**config.mk**
```make
export PLATFORM = sky130hd
export DESIGN_NAME = fft_bram_pingpong_ctrl
export DESIGN_NICKNAME = d
export VERILOG_FILES = /design/src/rtl/fft_bram_pkg.sv /design/src/rtl/fft_beat_skid.sv /design/src/rtl/fft_bram_pingpong_ctrl.sv
export SDC_FILE = /design/constraint.sdc
export NUM_CORES = 2
export LEC_CHECK = 0
export CAP_MARGIN = 5
export CORE_UTILIZATION = 55
export DETAILED_ROUTE_END_ITERATION = 8
export GPL_TIMING_DRIVEN = 1
export PLACE_DENSITY = 0.84
export SETUP_SLACK_MARGIN = 0.3
export SYNTH_ARGS = -nofsm -noshare
export SYNTH_HDL_FRONTEND = slang
export SYNTH_HIERARCHICAL = 1
export SYNTH_SLANG_ARGS = --single-unit
export TNS_END_PERCENT = 10
```
**constraint.sdc**
```tcl
create_clock -name clk -period 18.6 [get_ports clk]
set_input_delay 3.72 -clock clk [delete_from_list [all_inputs] [get_ports clk]]
set_output_delay 3.72 -clock clk [all_outputs]
set_load 0.005 [all_outputs]
```
**src/rtl/fft_bram_pkg.sv**
```systemverilog
// Shared types, default parameters and helpers for the FFT BRAM ping-pong writer.
package fft_bram_pkg;

    typedef enum logic [1:0] {
        IDLE      = 2'd0,
        WRITE     = 2'd1,
        WAIT_BANK = 2'd2
    } state_t;

    localparam int DEF_NUM_CH      = 8;
    localparam int DEF_SAMPLE_W    = 24;
    localparam int DEF_OUT_W       = 32;
    localparam int DEF_FRAME_BEATS = 64;

    // Never returns 0 so single-entry counters still get a 1-bit register.
    function automatic int clog2(input int v);
        int r;
        r = 1;
        for (int i = 1; i < 31; i++) begin
            if ((32'sd1 << i) < v) r = i + 1;
        end
        return r;
    endfunction

    function automatic logic [63:0] sign_ext(input logic [63:0] sample, input int sw, input int ow);
        logic [63:0] shl;
        logic [63:0] ext;
        shl = sample << (64 - sw);
        ext = $signed(shl) >>> (64 - sw);
        return ext & ((64'd1 << ow) - 64'd1);
    endfunction

endpackage

```
**src/rtl/fft_beat_skid.sv**
```systemverilog
// One-entry hold register in front of the slice serialiser, plus the tready logic.
module fft_beat_skid #(
    parameter int BEAT_W = 384
) (
    input  logic              clk,
    input  logic              rst,
    input  logic [BEAT_W-1:0] din,
    input  logic              push,
    input  logic              pop,
    input  logic              wait_bank,
    output logic              ready,
    output logic              hold_full,
    output logic [BEAT_W-1:0] hold_data
);
    logic ready_en;

    always_ff @(posedge clk or posedge rst) begin
        if (rst) begin
            ready_en  <= 1'b0;
            hold_full <= 1'b0;
            hold_data <= '0;
        end else begin
            ready_en <= 1'b1;
            if (push) begin
                hold_full <= 1'b1;
                hold_data <= din;
            end else if (pop) begin
                hold_full <= 1'b0;
            end
        end
    end

    // ready_en keeps tready low throughout reset and until the first edge after it.
    assign ready = ready_en && !hold_full && !wait_bank;

endmodule

```
**src/rtl/fft_bram_pingpong_ctrl.sv**
```systemverilog
// Serialises AXI-Stream beats of NUM_CH complex samples into two BRAM banks
// used ping-pong, with the consumer freeing each bank via bank_release.
//   state     | meaning
//   IDLE      | shift register empty, waiting for a beat
//   WRITE     | writing one slice per cycle from the shift register
//   WAIT_BANK | current bank full, other bank still owned by the consumer
module fft_bram_pingpong_ctrl
    import fft_bram_pkg::*;
#(
    parameter int NUM_CH      = DEF_NUM_CH,
    parameter int SAMPLE_W    = DEF_SAMPLE_W,
    parameter int OUT_W       = DEF_OUT_W,
    parameter int FRAME_BEATS = DEF_FRAME_BEATS
) (
    input  logic                         clk,
    input  logic                         rst,
    input  logic [NUM_CH*2*SAMPLE_W-1:0] s_axis_tdata,
    input  logic                         s_axis_tvalid,
    input  logic                         s_axis_tlast,
    output logic                         s_axis_tready,
    input  logic                         bank_release,
    output logic [31:0]                  bram_addr,
    output logic [OUT_W-1:0]             bram_din_re,
    output logic [OUT_W-1:0]             bram_din_im,
    output logic [3:0]                   bram_we,
    output logic                         bram_en,
    output logic                         bram_rst,
    output logic                         bank_sel,
    output logic                         frame_done,
    output logic                         err_tlast
);
    localparam int SLICE_W = 2 * SAMPLE_W;
    localparam int BEAT_W  = NUM_CH * SLICE_W;
    localparam int WORDS   = FRAME_BEATS * NUM_CH;
    localparam int SLC_W   = clog2(NUM_CH);
    localparam int WIDX_W  = clog2(WORDS);
    localparam int BCNT_W  = clog2(FRAME_BEATS);
    localparam logic [31:0] BANK_BYTES = 32'(WORDS * 4);

    state_t              state, state_nx;
    logic [BEAT_W-1:0]   sh_data;
    logic [BEAT_W-1:0]   hold_data;
    logic [SLC_W-1:0]    slice_cnt;
    logic [WIDX_W-1:0]   word_idx;
    logic [BCNT_W-1:0]   beat_cnt;
    logic [1:0]          busy;
    logic                rel_ptr;
    logic                hold_full;
    logic                accept, writing, last_slice, last_word;
    logic                rel_ok, other_free, resume;
    logic                direct, pop, push;
    logic [SLICE_W-1:0]  cur;

    fft_beat_skid #(.BEAT_W(BEAT_W)) u_skid (
        .clk       (clk),
        .rst       (rst),
        .din       (s_axis_tdata),
        .push      (push),
        .pop       (pop),
        .wait_bank (state == WAIT_BANK),
        .ready     (s_axis_tready),
        .hold_full (hold_full),
        .hold_data (hold_data)
    );

    assign accept     = s_axis_tvalid && s_axis_tready;
    assign writing    = (state == WRITE);
    assign last_slice = writing && (slice_cnt == SLC_W'(NUM_CH - 1));
    assign last_word  = writing && (word_idx == WIDX_W'(WORDS - 1));
    // Banks are consumed in fill order, so rel_ptr always names the oldest busy bank.
    assign rel_ok     = bank_release && busy[rel_ptr];
    assign other_free = !busy[!bank_sel] || (rel_ok && (rel_ptr == !bank_sel));
    assign resume     = (state == WAIT_BANK) && rel_ok;
    assign push       = accept && !direct;

    always_comb begin
        state_nx = state;
        direct   = 1'b0;
        pop      = 1'b0;
        case (state)
            IDLE: begin
                if (accept) begin
                    direct   = 1'b1;
                    state_nx = WRITE;
                end
            end
            WRITE: begin
                if (last_slice) begin
                    if (last_word && !other_free) state_nx = WAIT_BANK;
                    else if (hold_full)           pop = 1'b1;
                    else if (accept)              direct = 1'b1;
                    else                          state_nx = IDLE;
                end
            end
            WAIT_BANK: begin
                if (rel_ok) begin
                    pop      = hold_full;
                    state_nx = hold_full ? WRITE : IDLE;
                end
            end
            default: state_nx = IDLE;
        endcase
    end

    always_ff @(posedge clk or posedge rst) begin
        if (rst) state <= IDLE;
        else     state <= state_nx;
    end

    always_ff @(posedge clk or posedge rst) begin
        if (rst) begin
            sh_data    <= '0;
            slice_cnt  <= '0;
            word_idx   <= '0;
            beat_cnt   <= '0;
            bank_sel   <= 1'b0;
            busy       <= 2'b00;
            rel_ptr    <= 1'b0;
            frame_done <= 1'b0;
            err_tlast  <= 1'b0;
        end else begin
            if (direct || pop) begin
                sh_data   <= pop ? hold_data : s_axis_tdata;
                slice_cnt <= '0;
            end else if (writing) begin
                sh_data   <= sh_data >> SLICE_W;
                slice_cnt <= last_slice ? '0 : slice_cnt + 1'b1;
            end
            if (writing) word_idx <= last_word ? '0 : word_idx + 1'b1;
            if ((last_word && other_free) || resume) bank_sel <= !bank_sel;
            if (rel_ok) begin
                busy[rel_ptr] <= 1'b0;
                rel_ptr       <= !rel_ptr;
            end
            if (last_word) busy[bank_sel] <= 1'b1;
            frame_done <= last_word;
            err_tlast  <= accept && (s_axis_tlast != (beat_cnt == BCNT_W'(FRAME_BEATS - 1)));
            if (accept) beat_cnt <= (beat_cnt == BCNT_W'(FRAME_BEATS - 1)) ? '0 : beat_cnt + 1'b1;
        end
    end

    assign cur         = sh_data[SLICE_W-1:0];
    assign bram_en     = writing;
    assign bram_we     = writing ? 4'hF : 4'h0;
    assign bram_addr   = (bank_sel ? BANK_BYTES : 32'd0) + 32'({word_idx, 2'b00});
    assign bram_din_re = writing ? OUT_W'(sign_ext(64'(cur[SAMPLE_W-1:0]), SAMPLE_W, OUT_W)) : '0;
    assign bram_din_im = writing ? OUT_W'(sign_ext(64'(cur[SLICE_W-1:SAMPLE_W]), SAMPLE_W, OUT_W)) : '0;
    assign bram_rst    = rst;

endmodule

```
==> key figures <==
Clock tree
  • CTS H-tree lvls: 3
  • CTS tree: done
  • Clock latency of the later-clocked register in the worst-skew pair: 640 ps
  • Clock sink count: 796
  • Quantity of gates resized following cts: 0
  • Clock transition at the registers of the reported paths: 50 ps
  • Buffer count from post-CTS setup fixing: 0
  • CTS Buf Count: 85
  • Hold buffer count at CTS: 0
  • Buffers from clock root to sink, at most: 3
  • Clock tree root driver cell: clkbuf_16

Detailed routing
  • Number of remaining DRC errors: 0
  • Total iterations of the first detailed-routing run: 7
  • Final routed wire length divided by cell count: 25.6 um
  • Vias post-DR: 25966
  • Detailed Route Iter0 Violations: 2574
  • Number of vias per cell after detailed routing: 6.38
  • Number of routed nets with antenna violations: 0
  • WL final: 104000 um

Worst setup path
  • Internal reg-to-reg setup slack: 12520 ps
  • Req. time, crit path: 14880 ps
  • Length in cells of the worst reg-to-reg path: 12
  • Cell family with most CP delay: buffers and inverters
  • Crit Reg-Reg Startpoint: word_idx[1]$_DFFE_PP0N_
  • Element type at the critical path start: input port
  • Critical Path Slowest Stage Cell: clkdlybuf4s50_1
  • Crit-path cells: clkdlybuf4s50_1 -> clkdlybuf4s50_1
  • Worst Path Arrival: 5030 ps
  • Type of the setup path with the least slack: in2out
  • Last element of the critical path: bram_rst
  • Critical R2R Capture: sh_data[219]$_DFFE_PP0P_
  • Critical Path Source: rst
  • Critical path peak fanout: 3
  • Number of cells on the critical path: 2
  • Crit-path max cell delay: 720 ps
  • Type of element capturing the critical path: output pin
  • Bufs and invs on worst path: 2
  • Dominant cell type by count on the critical path: clkdlybuf4s50_1

STA
  • Final setup TNS: 0 ps
  • Maximum clock frequency: 0.114 GHz
  • Worst slew margin relative to its limit: 0.147
  • Max Slew Vio Count: 0
  • Part of the cycle the worst path needs: 0.471
  • Slew at the pin closest to its max-slew limit: 1280 ps
  • Final hold viol count: 0
  • Final setup violating endpoints: 0
  • Clock Skews: 23.6 ps
  • Minimum clock period after layout: 8750 ps
  • Setup repair after global routing missed its margin: no

Synthesis
  • Post-synthesis cell type with the largest combined area: dfrtp_1
  • Synthesized area: 36100 sq um
  • Count of flip-flops with a built-in enable after synthesis: 0
  • Top cell type's share of synthesized area: 0.552
  • Top cell types by occurrence after synthesis: dfrtp_1 (796), o22ai_1 (404), mux2_4 (350), a21oi_1 (343), mux2i_1 (271)
  • Register area share after synthesis: 0.552
  • Seq cells post-synth: 796
  • Main synth FF type: dfrtp_1
  • Syn avg cell area: 13.0 sq um
  • Area contributors post-synth: dfrtp_1 (55%), mux2_4 (15%), mux2i_1 (7.5%)
  • Async S/R FF share, synth: 1.00
  • Post-synth cell types: 48
  • Most repeated cell in the gate-level netlist after synthesis: dfrtp_1
  • Syn Inst Count: 2781
  • Count of warnings emitted by yosys: 6

Placement
  • HPWL after detailed placement: 63700 um
  • PortBufs: 472
  • RD Place Congestion: 0.860

Power and ir drop
  • Switching share of power: 0.329
  • Worst IR Drop VDD: 0.168 mV
  • Total power draw: 7.14 mW
  • Power per standard cell area: 164 nW/um^2
  • Switch Pwr: 2.35 mW
  • Leakage: 18.6 nW
  • Clk network pwr share: 0.241
  • Combinational share of power: 0.326
  • Fraction of power consumed by sequential logic: 0.433
  • Internal Pwr Total: 4.79 mW

GRT
  • Antenna violations before repair: 36
  • GRT Resource Usage Total: 0.310
  • Maximum number of pins on one net before global-route repair: 194
  • Remaining global-route overflow: 0
  • First-pass GRT wire length: 163000 um
  • Via count of the first global-routing pass: 27213

Floorplan
  • Die outline area: 66700 sq um
  • Initial core utilization: 0.558
  • Die span in y: 258 um
  • Overall die width: 258 um
  • # IOs: 495
  • Total core area: 64700 sq um
  • Site Rows: 93

Layout
  • Area occupied by multi-input gates: 14600 sq um
  • Share of post-route cells with drive strength above 1: 0.179
  • Core Util, Final: 0.673
  • Number of fill cells in the layout: 4452
  • Final layout net count: 3520
  • Sequential cell area in the final layout: 19900 sq um
  • Layout area overhead: 20.5%

Run status
  • Result of the run: finished, final reports clean

Hold path
  • HP Class: reg2reg

Job
  • Maximum capacitance violations: 0
-- cell usage in the layout (no fill, tap or decap), types with 3 or more instances in the layout --
cell type,instances
dfrtp_1,796
clkdlybuf4s50_1,472
o22ai_1,404
mux2_4,350
a21oi_1,342
mux2i_1,271
nor2_1,104
clkbuf_16,86
and2_1,51
a221oi_1,48
mux2_2,37
diode_2,29
buf_4,29
conb_1,23
clkbuf_8,20
nand2_1,16
clkbuf_1,13
o21ai_0,11
clkinv_2,9
ha_1,8
inv_1,7
bufinv_16,6
xnor2_1,5
nor3_1,5
clkinvlp_4,5
clkinv_4,5
and3_1,4
nand4_1,4
nand3_1,4
inv_6,4
buf_12,4
nor2b_1,3
a21oi_4,3
xor2_1,3
a22oi_1,3
-- layer usage --
metal	vias to the layer above	wire length [um]	track usage
met5	-	129	0
met4	18	3650	0.128
met3	239	7910	0.0693
met2	1214	49700	0.478
met1	13468	42900	0.427
li1	11027	-	-
-- through the flow --
stage               hold WS [ps]  instances  area (sq um)  setup slack [ps]
floorplan                    446       2802         36200              3470
global placement             461       3890         40600              9840
detailed placement           474       3890         40600              9650
CTS                          486       4039         43500              9840
global route                 512       4063         43500              9820
finish                       475       4068         43500              9850
-- cell families after synthesis --
group                    synth area share
AO/OA/AOI/OAI                       0.136
flip-flops                          0.552
multiplexers                        0.232
buffers and inverters              0.0498
AND/OR/NAND/NOR                    0.0255
adder cells (fa/ha/maj)           0.00312
XOR/XNOR                          0.00194
other                            0.000208
-- cell type report --
type                            instances  share of cell area
Antenna cell                           29             0.00167
Clock buffer                          119              0.0569
Clock inverter                         30             0.00822
Inverter                               11             0.00129
Multi-Input combinational cell       1723               0.334
Sequential cell                       796               0.458
Tap cell                              855              0.0246
Timing Repair Buffer                  505               0.115
-- flip-flops by register name (all words and copies together), names as in the netlist, 2 cells and up --
signal / cells
sh_data: 384
u_skid/hold_data: 384
word_idx: 9
beat_cnt: 6
slice_cnt: 3
busy: 2
state: 2
-- worst register-to-register path, delay by kind of cell (launching register included) --
kind	cells	cell delay (ps)
AOI/OAI and AO/OA	4	1000
adders and majority gates	2	600
buffers and inverters	4	3760
DFF	1	430
and+or+nand+nor	2	210
-- power by group through the flow --
| stage | clock [mW] | sequential [mW] | combinational [mW] |
|---|---|---|---|
| after detailed placement | 0 | 3.08 | 2.27 |
| final | 1.72 | 3.09 | 2.33 |
| after global placement | 0 | 3.02 | 2.16 |
| after global routing | 1.81 | 3.16 | 2.51 |
| after CTS | 1.74 | 3.07 | 2.32 |
| after floorplan | 0 | 2.85 | 1.72 |
-- worst min path at each step --
stage | from | to | slack (ps) | depth (start not counted)
2_1_floorplan | beat_cnt[4]$_DFFE_PP0N_ | beat_cnt[4]$_DFFE_PP0N_ | 450 | 1
6_report | beat_cnt[4]$_DFFE_PP0N_ | beat_cnt[4]$_DFFE_PP0N_ | 480 | 1
3_3_place_gp | beat_cnt[4]$_DFFE_PP0N_ | beat_cnt[4]$_DFFE_PP0N_ | 460 | 1
4_1_cts | beat_cnt[4]$_DFFE_PP0N_ | beat_cnt[4]$_DFFE_PP0N_ | 490 | 1
5_1_grt | beat_cnt[4]$_DFFE_PP0N_ | beat_cnt[4]$_DFFE_PP0N_ | 510 | 1
3_5_place_dp | beat_cnt[4]$_DFFE_PP0N_ | beat_cnt[4]$_DFFE_PP0N_ | 470 | 1
No activity file was read; power rests on OpenSTA's default activity.
